`src/rtl/product_accumulator.sv`:
```
// Sums a batch of COUNT unsigned products and presents the total on a
// valid/ready output. Input accepts are blocked while a finished batch waits.
module product_accumulator #(
  parameter int PROD_W = 8,
  parameter int ACC_W  = 12,
  parameter int COUNT  = 4
) (
  input  logic              clk,
  input  logic              rst,
  input  logic              clear,
  input  logic              in_valid,
  output logic              in_ready,
  input  logic [PROD_W-1:0] in_p,
  output logic              out_valid,
  input  logic              out_ready,
  output logic [ACC_W-1:0]  out_sum,
  output logic              out_overflow
);

  localparam int CNT_W = (COUNT > 1) ? $clog2(COUNT) : 1;
  localparam logic [CNT_W-1:0] LAST = CNT_W'(COUNT - 1);

  typedef enum logic {ACCUM, HOLD} state_t;

  state_t           state, state_nxt;
  logic [ACC_W-1:0] acc;
  logic             ovf;
  logic [CNT_W-1:0] count;
  logic             accept;
  logic             last;
  logic [ACC_W:0]   sum_ext;

  assign in_ready     = (state == ACCUM);
  assign out_valid    = (state == HOLD);
  assign out_sum      = acc;
  assign out_overflow = ovf;

  // A product offered alongside clear is dropped even though in_ready is high.
  assign accept  = in_valid & in_ready & ~clear;
  assign last    = (count == LAST);
  assign sum_ext = {1'b0, acc} + {{(ACC_W + 1 - PROD_W){1'b0}}, in_p};

  // NOTE: the default assignment first keeps every path driven, so no latch is inferred.
  always_comb begin
    state_nxt = state;
    case (state)
      ACCUM:   if (accept && last) state_nxt = HOLD;
      HOLD:    if (out_ready)      state_nxt = ACCUM;
      default: state_nxt = ACCUM;
    endcase
    if (clear) state_nxt = ACCUM;
  end

  // NOTE: sequential state uses non-blocking assignments so all registers update together.
  always_ff @(posedge clk) begin
    if (rst) state <= ACCUM;
    else     state <= state_nxt;
  end

  always_ff @(posedge clk) begin
    if (rst || clear) begin
      acc   <= '0;
      ovf   <= 1'b0;
      count <= '0;
    end else if (accept) begin
      acc   <= sum_ext[ACC_W-1:0];
      ovf   <= ovf | sum_ext[ACC_W];
      count <= last ? '0 : count + CNT_W'(1);
    end else if (state == HOLD && out_ready) begin
      // Batch handed off: start the next one from zero.
      acc <= '0;
      ovf <= 1'b0;
    end
  end

endmodule

```
`config.mk`:
```
export PLATFORM = sky130hd
export DESIGN_NAME = product_accumulator
export DESIGN_NICKNAME = d
export VERILOG_FILES = /design/src/rtl/product_accumulator.sv
export SDC_FILE = /design/constraint.sdc
export NUM_CORES = 1
export LEC_CHECK = 0
export BUFFER_PORTS_ARGS = -buffer_cell sky130_fd_sc_hd__buf_4
export CAP_MARGIN = 30
export CORE_MARGIN = 1
export CORE_UTILIZATION = 40
export DETAILED_ROUTE_END_ITERATION = 10
export MAX_ROUTING_LAYER = met4
export SLEW_MARGIN = 15
export SYNTH_ARGS = -nofsm -noshare
export SYNTH_HDL_FRONTEND = slang
export SYNTH_SLANG_ARGS = --single-unit
```
`constraint.sdc`:
```
create_clock -name clk -period 5.3 [get_ports clk]
set_clock_uncertainty 0.15 [all_clocks]
set_input_delay 0.265 -clock clk [delete_from_list [all_inputs] [get_ports clk]]
set_output_delay 0.265 -clock clk [all_outputs]
set_load 0.01 [all_outputs]
```
==> metrics.md, run 1 <==
| Metric | Value |
|---|---|
| Syn Nets | 141 |
| H-tree depth | 1 |
| Commonest non-fill, non-tap cells in the layout | buf_4, dfxtp_1, nand2_1 |
| CP required | 5360 ps |
| Design Area, Final | 0.00127 sq mm |
| Share of cells above drive strength 1 | 26.9% |
| Worst r2r src | out_sum[0] |
| Primary FF master, synth | dfxtp_1 |
| RSZ-0062 raised after global routing | no |
| Top sig layer | met4 |
| Commonest non-fill, non-tap cell in the layout | buf_4 |
| #FFs+latches synth | 16 |
| Hold Crit Start | rst |
| Peak supply drop | 0.138 mV |
| TritonRoute pass-1 iters | 4 |
| FILL cells | 227 |
| Cell taking the most area after synthesis | dfxtp_1 |
| Final setup viols | 0 |
| Flop-to-flop setup slack | 3250 ps |
| Hold-fix buffers, CTS | 0 |
| Max-cap viol count | 0 |
| Synthesized area | 0.00102 sq mm |
| CP Class | register to register |
| Total Power | 0.000251 W |
| Post_cts resized | 0 |
| Hold depth | 3 |
| Leakage | 0.594 nW |
| CP arrival | 2100 ps |
| Grt ovf | 0 |
| Final TNS setup | 0 ps |
| Drt wl/cell | 13.2 um |
| Row cnt | 17 |
| Final Wtd Congestion | 0.883 |
| Synthesis Warnings | 0 |
| Worst-path fanout max | 5 |
| Area growth syn-to-layout | 25.4% |
| Top cells by area, synth | dfxtp_1, ha_1, nand2_1 |
| Post-route ant nets | 0 |
| Tcrit/Tclk final | 38.6% |
| Reg clk slew, reported paths | 110 ps |
| Final WL | 2280 um |
| Post-route DRC | 0 |
| Area of the core | 0.00230 sq mm |
| Post-layout util | 55.4% |
| Clock Tree Buf Depth | 2 |
| Starting Density | 44.2% |
| Nets | 169 |
| Worst-Margin Slew | 742 ps |
| CTS tree | built |
| Synth Instances | 118 |
| Number of port buffers | 27 |
| Die area | 0.00275 sq mm |
| Post-DR vias/cell | 5.62 |
| Hold Vio Cnt, Final | 0 |
| Syn avg cell area | 8.61 sq um |
| CTS Sinks | 16 |
| Rel. slew slack | 50.3% |
| Class of the worst hold path | input port to register |
| Met1 wire length | 1110 um |
| Outcome | complete, no violations |
| Post-CTS setup repair buffer count | 0 |
| Ys async rst share | 0% |
| HPWL after detailed placement | 1680 um |
| Hold WS | 99.3 ps |
| DP Area | 0.00124 sq mm |
| CP Launch Type | register |
| Reg2reg end | out_sum[8] |
| TritonCTS buffer count | 3 |
| Total GRT Usage | 19.4% |
| Die X | 52.4 um |
| Slew Limit Fails | 0 |
| Initial antenna violation count | 0 |
| Register area | 320 sq um |
| DRT iter0 DRCs | 16 |
| Sequential area share after synthesis | 31.5% |
| Synth top area share | 31.5% |
| Multi-input logic area | 672 sq um |
| Root Driver | clkbuf_4 |
| WHS Endpoint | out_sum[11] |
| Antenna Cells | 0 |
| Fmax | 489 MHz |
| Vias in the first global route | 896 |
| Power Density | 197 mW/mm^2 |
| Distinct cells, synth | 37 |
| First-pass GRT wire length | 3830 um |
| I/O Pins | 28 |
| Total number of vias | 972 |
| Routed wl met2 | 1050 um |
| Latest clock arrival within the worst-skew pair | 290 ps |
| CP Capture Type | register |
| Worst R2R Path Depth | 6 |
| Post-synth EDFFs | 0 |
| Largest net degree at the start of global routing | 14 |
| Crit path time final | 2050 ps |
| Met3 routed WL | 102 um |
| Die Y | 52.4 um |
## per-stage QoR
stage | setup WS (ps) | cells
final | 3250 | 173
after global routing | 3110 | 173
after CTS | 3240 | 173
after detailed placement | 3210 | 169
after global placement | 3270 | 169
after floorplan | 3400 | 118
## cell families (layout without fill, tap and decap cells)
family / count (synthesis) / count (layout) / share of synthesized area, %
XOR/XNOR: 4 / 4 / 3.45
AO/OA/AOI/OAI: 30 / 30 / 20.9
flip-flops: 16 / 16 / 31.5
buffers and inverters: 6 / 33 / 2.34
adder cells (fa/ha/maj): 10 / 10 / 13.1
multiplexers: 5 / 5 / 4.93
AND/OR/NAND/NOR: 47 / 47 / 23.8
## how the worst max path moves through the flow
stage / startpoint / endpoint / slack [ps] / depth (start not counted)
floorplan: out_sum[0] / out_sum[8] / 3400 / 6
finish: out_sum[0] / out_sum[8] / 3250 / 6
global route: out_valid / out_sum[11] / 3110 / 5
detailed placement: in_p[0] / out_sum[8] / 3210 / 7
global placement: in_p[0] / out_sum[8] / 3270 / 7
CTS: out_sum[0] / out_sum[8] / 3240 / 6
## worst max-delay path, cell delays in order (launching register included)
cell	delay, ps
dfxtp_1	340
ha_1	210
fa_1	410
a31o_2	310
a21oi_4	170
nand2_1	70
a311oi_1	290
## synthesized netlist by cell type, drive strengths merged, types with 2 or more instances
master,instances
mux2i,5
inv,2
a21oi,12
a21o,3
clkbuf,3
or3,4
nand2,16
nand4,2
ha,9
a32o,2
dfxtp,16
nor2,9
nand3,9
o21ai,2
o211ai,2
xor2,3
a31oi,3
## power breakdown
group | total, W | internal [W] | switching [W]
Clock | 0.0000855 | 0.0000418 | 0.0000436
Sequential | 0.000124 | 0.000122 | 0.00000168
Combinational | 0.0000414 | 0.0000194 | 0.0000220
Total | 0.000251 | 0.000184 | 0.0000673
## flip-flops by register name, indices dropped and copies added, names as in the netlist
name,count
out_overflow,1
out_sum,12
out_valid,1
count,2
## final cells by class
cell class | count | share of cell area [%]
Timing Repair Buffer | 27 | 15.9
Inverter | 2 | 0.589
Tap cell | 28 | 2.75
Multi-Input combinational cell | 96 | 52.8
Sequential cell | 16 | 25.1
Clock buffer | 4 | 2.85
## routing by layer
layer	GRT usage, %	vias up
li1	-	488
met1	24.8	455
met2	30.6	27
met3	2.61	2
met4	7.89	0
met5	-	-
No activity file was read; power rests on OpenSTA's default activity.
==> run 2, diff against run 1 <==
Clock period 5.3 ns to 1.9 ns, I/O delays scaled along.
==> metrics.md, run 2 (synthesized netlist as in run 1, its figures left out) <==
| Metric | Value |
|---|---|
| Critical path's largest stage delay | 400 ps (about the same) |
| Worst-path fanout max | 5 (unchanged) |
| TritonCTS buffer count | 3 (unchanged) |
| Switching share of total power | 28.1% (+1.3 points) |
| Number of port buffers | 27 (unchanged) |
| HPWL after detailed placement | 1950 um (+16%) |
| Latest clock arrival within the worst-skew pair | 290 ps (about the same) |
| Total number of vias | 1043 (+7.3%) |
| Vias in the first global route | 1000 (+12%) |
| RSZ-0062 raised after global routing | yes |
| Flop-to-flop setup slack | 10 ps (-3240 ps) |
| Commonest non-fill, non-tap cell in the layout | buf_4 |
| Clk pwr share | 27.3% (-6.8 points) |
| Final setup viols | 0 (unchanged) |
| Outcome | complete, no violations |
| Design Area, Final | 0.00145 sq mm (+14%) |
| Die Y | 52.4 um (unchanged) |
| CP arrival | 1940 ps (-160 ps) |
| Initial antenna violation count | 0 (unchanged) |
| Hold Vio Cnt, Final | 0 (unchanged) |
| Final TNS setup | 0 ps (unchanged) |
| Multi-input logic area | 748 sq um (+11%) |
| Crit path max-delay family | compound AO/OA/AOI/OAI gates |
| Post-layout util | 63.0% (+7.5 points) |
| Worst R2R Path Depth | 6 (unchanged) |
| Starting Density | 44.2% (unchanged) |
| Share of cells above drive strength 1 | 36.9% (+10 points) |
| Clock Tree Buf Depth | 2 (unchanged) |
| Peak supply drop | 0.330 mV (+140%) |
| Post-DR vias/cell | 5.64 (+0.34%) |
| Buf/Inv on CP | 0 (unchanged) |
| Final Wtd Congestion | 0.887 (+0.42%) |
| I/O Pins | 28 (unchanged) |
| Largest register FFs | 12 (unchanged) |
| Die area | 0.00275 sq mm (unchanged) |
| CP Class | register to register |
| Worst r2r src | out_sum[0] |
| CTS Sinks | 16 (unchanged) |
| DRT iter0 DRCs | 25 (+9) |
| H-tree depth | 1 (unchanged) |
| Total stage count of the critical path | 6 (unchanged) |
| Post-route ant nets | 0 (unchanged) |
| Class of the worst hold path | input port to register |
| NetSw | 0.000193 W (+190%) |
| Commonest non-fill, non-tap cells in the layout | buf_4, nand2_1, dfxtp_1 |
| Cell Int Power | 0.000492 W (+170%) |
| Power Density | 473 mW/mm^2 (+140%) |
| Antenna Cells | 0 (unchanged) |
| Setup crit start | out_sum[0] |
| FILL cells | 218 (-4.0%) |
| Nets | 182 (+7.7%) |
| TritonRoute pass-1 iters | 4 (unchanged) |
| Leakage | 0.644 nW (+8.4%) |
| Worst-Margin Slew | 231 ps (-511 ps) |
| Largest net degree at the start of global routing | 13 (-1) |
| Comb power frac | 22.0% (+5.5 points) |
| Rel. slew slack | 84.5% (+34 points) |
| CTS tree | built |
| Root Driver | clkbuf_4 |
| Crit-path cells | ha_4, fa_2, a31o_4, a21oi_4, nand2_1, a311oi_1 |
| CP Capture Type | register |
| Grt ovf | 0 (unchanged) |
| CP required | 1960 ps (-3400 ps) |
| Slowest cell on the critical path | fa_2 |
| Tcrit/Tclk final | 99.4% (+61 points) |
| Reg clk slew, reported paths | 100 ps (about the same) |
| Area growth syn-to-layout | 42.4% |
| DP Area | 0.00129 sq mm (+4.2%) |
| Post-route DRC | 0 (unchanged) |
| Fmax | 530 MHz (+8.4%) |
| Area of the core | 0.00230 sq mm (unchanged) |
| Max-cap viol count | 0 (unchanged) |
| Row cnt | 17 (unchanged) |
| Die X | 52.4 um (unchanged) |
| Total Power | 0.000685 W (+170%) |
| Drt wl/cell | 14.8 um (+12%) |
| First-pass GRT wire length | 4260 um (+11%) |
| Crit path time final | 1890 ps (-158 ps) |
| Sequential power share | 50.7% (+1.3 points) |
| Worst setup endpoint | out_sum[8] |
| Hold WS | 40.8 ps (-58.5 ps) |
| Slew Limit Fails | 0 (unchanged) |
| CP Launch Type | register |
| Total GRT Usage | 21.9% (+2.5 points) |
| Register area | 323 sq um (+0.78%) |
| Final WL | 2740 um (+20%) |
| Reg2reg end | out_sum[8] |
-- run 2: cell count changes in the layout (fill, tap and decap cells not counted), sizes merged --
cell         previous run  this run
clkbuf                  4         3
dlygate4sd3             0         4
buf                    27        36
-- run 2: how the worst min path moves through the flow --
stage	from	endpoint	slack, ps	cells past startpoint
floorplan	clear	out_sum[11]	120	2
global route	in_p[0]	out_sum[0]	50	4
finish	in_p[0]	out_sum[0]	40	4
detailed placement	rst	out_sum[11]	240	3
CTS	in_p[0]	out_sum[0]	30	4
global placement	rst	out_sum[9]	240	3
-- run 2: repair_timing --
item / CTS / global route
hold buffers: 4 / 0
resized for setup: 3 / 11
buffers inserted: 0 / 2
endpoints found under the hold margin: 3 / 0
gates cloned: 0 / 0
pin swaps: 0 / 7
setup endpoints to repair: 6 / 7
-- run 2: power groups by stage --
stage	Sequential, W	Combinational, W	Clock (W)
4_1_cts	0.000346	0.000136	0.000192
2_1_floorplan	0.000355	0.0000714	0
3_3_place_gp	0.000353	0.000124	0
3_5_place_dp	0.000354	0.000127	0
5_1_grt	0.000348	0.000165	0.000201
6_report	0.000347	0.000150	0.000187
-- run 2: worst register-to-register path, cell delays in order (launching register included) --
cell and delay, ps:
dfxtp_2 340, ha_4 160, fa_2 400, a31o_4 250, a21oi_4 190, nand2_1 70, a311oi_1 240
-- run 2: area by class of cell --
cell class,instances,area share [%]
clock buffers,3,1.56
inverters,2,0.519
multi-input cells,96,51.7
flip-flops and latches,16,22.3
well taps,28,2.42
repair buffers,40,21.5
-- run 2: metrics by stage --
step,worst slack (ps),cells
finish,11.5,185
global route,-78.6,185
CTS,-9.49,183
detailed placement,-49.6,176
global placement,1.97,176
floorplan,1.82,118
-- run 2: metal layers --
metal / GRT usage (%) / up-vias / part of all wire, %
met5: - / - / 0
met4: 11.8 / 0 / 1.5
met3: 3.77 / 5 / 5.4
met1: 27.1 / 495 / 45
li1: - / 512 / -
met2: 33.8 / 31 / 48
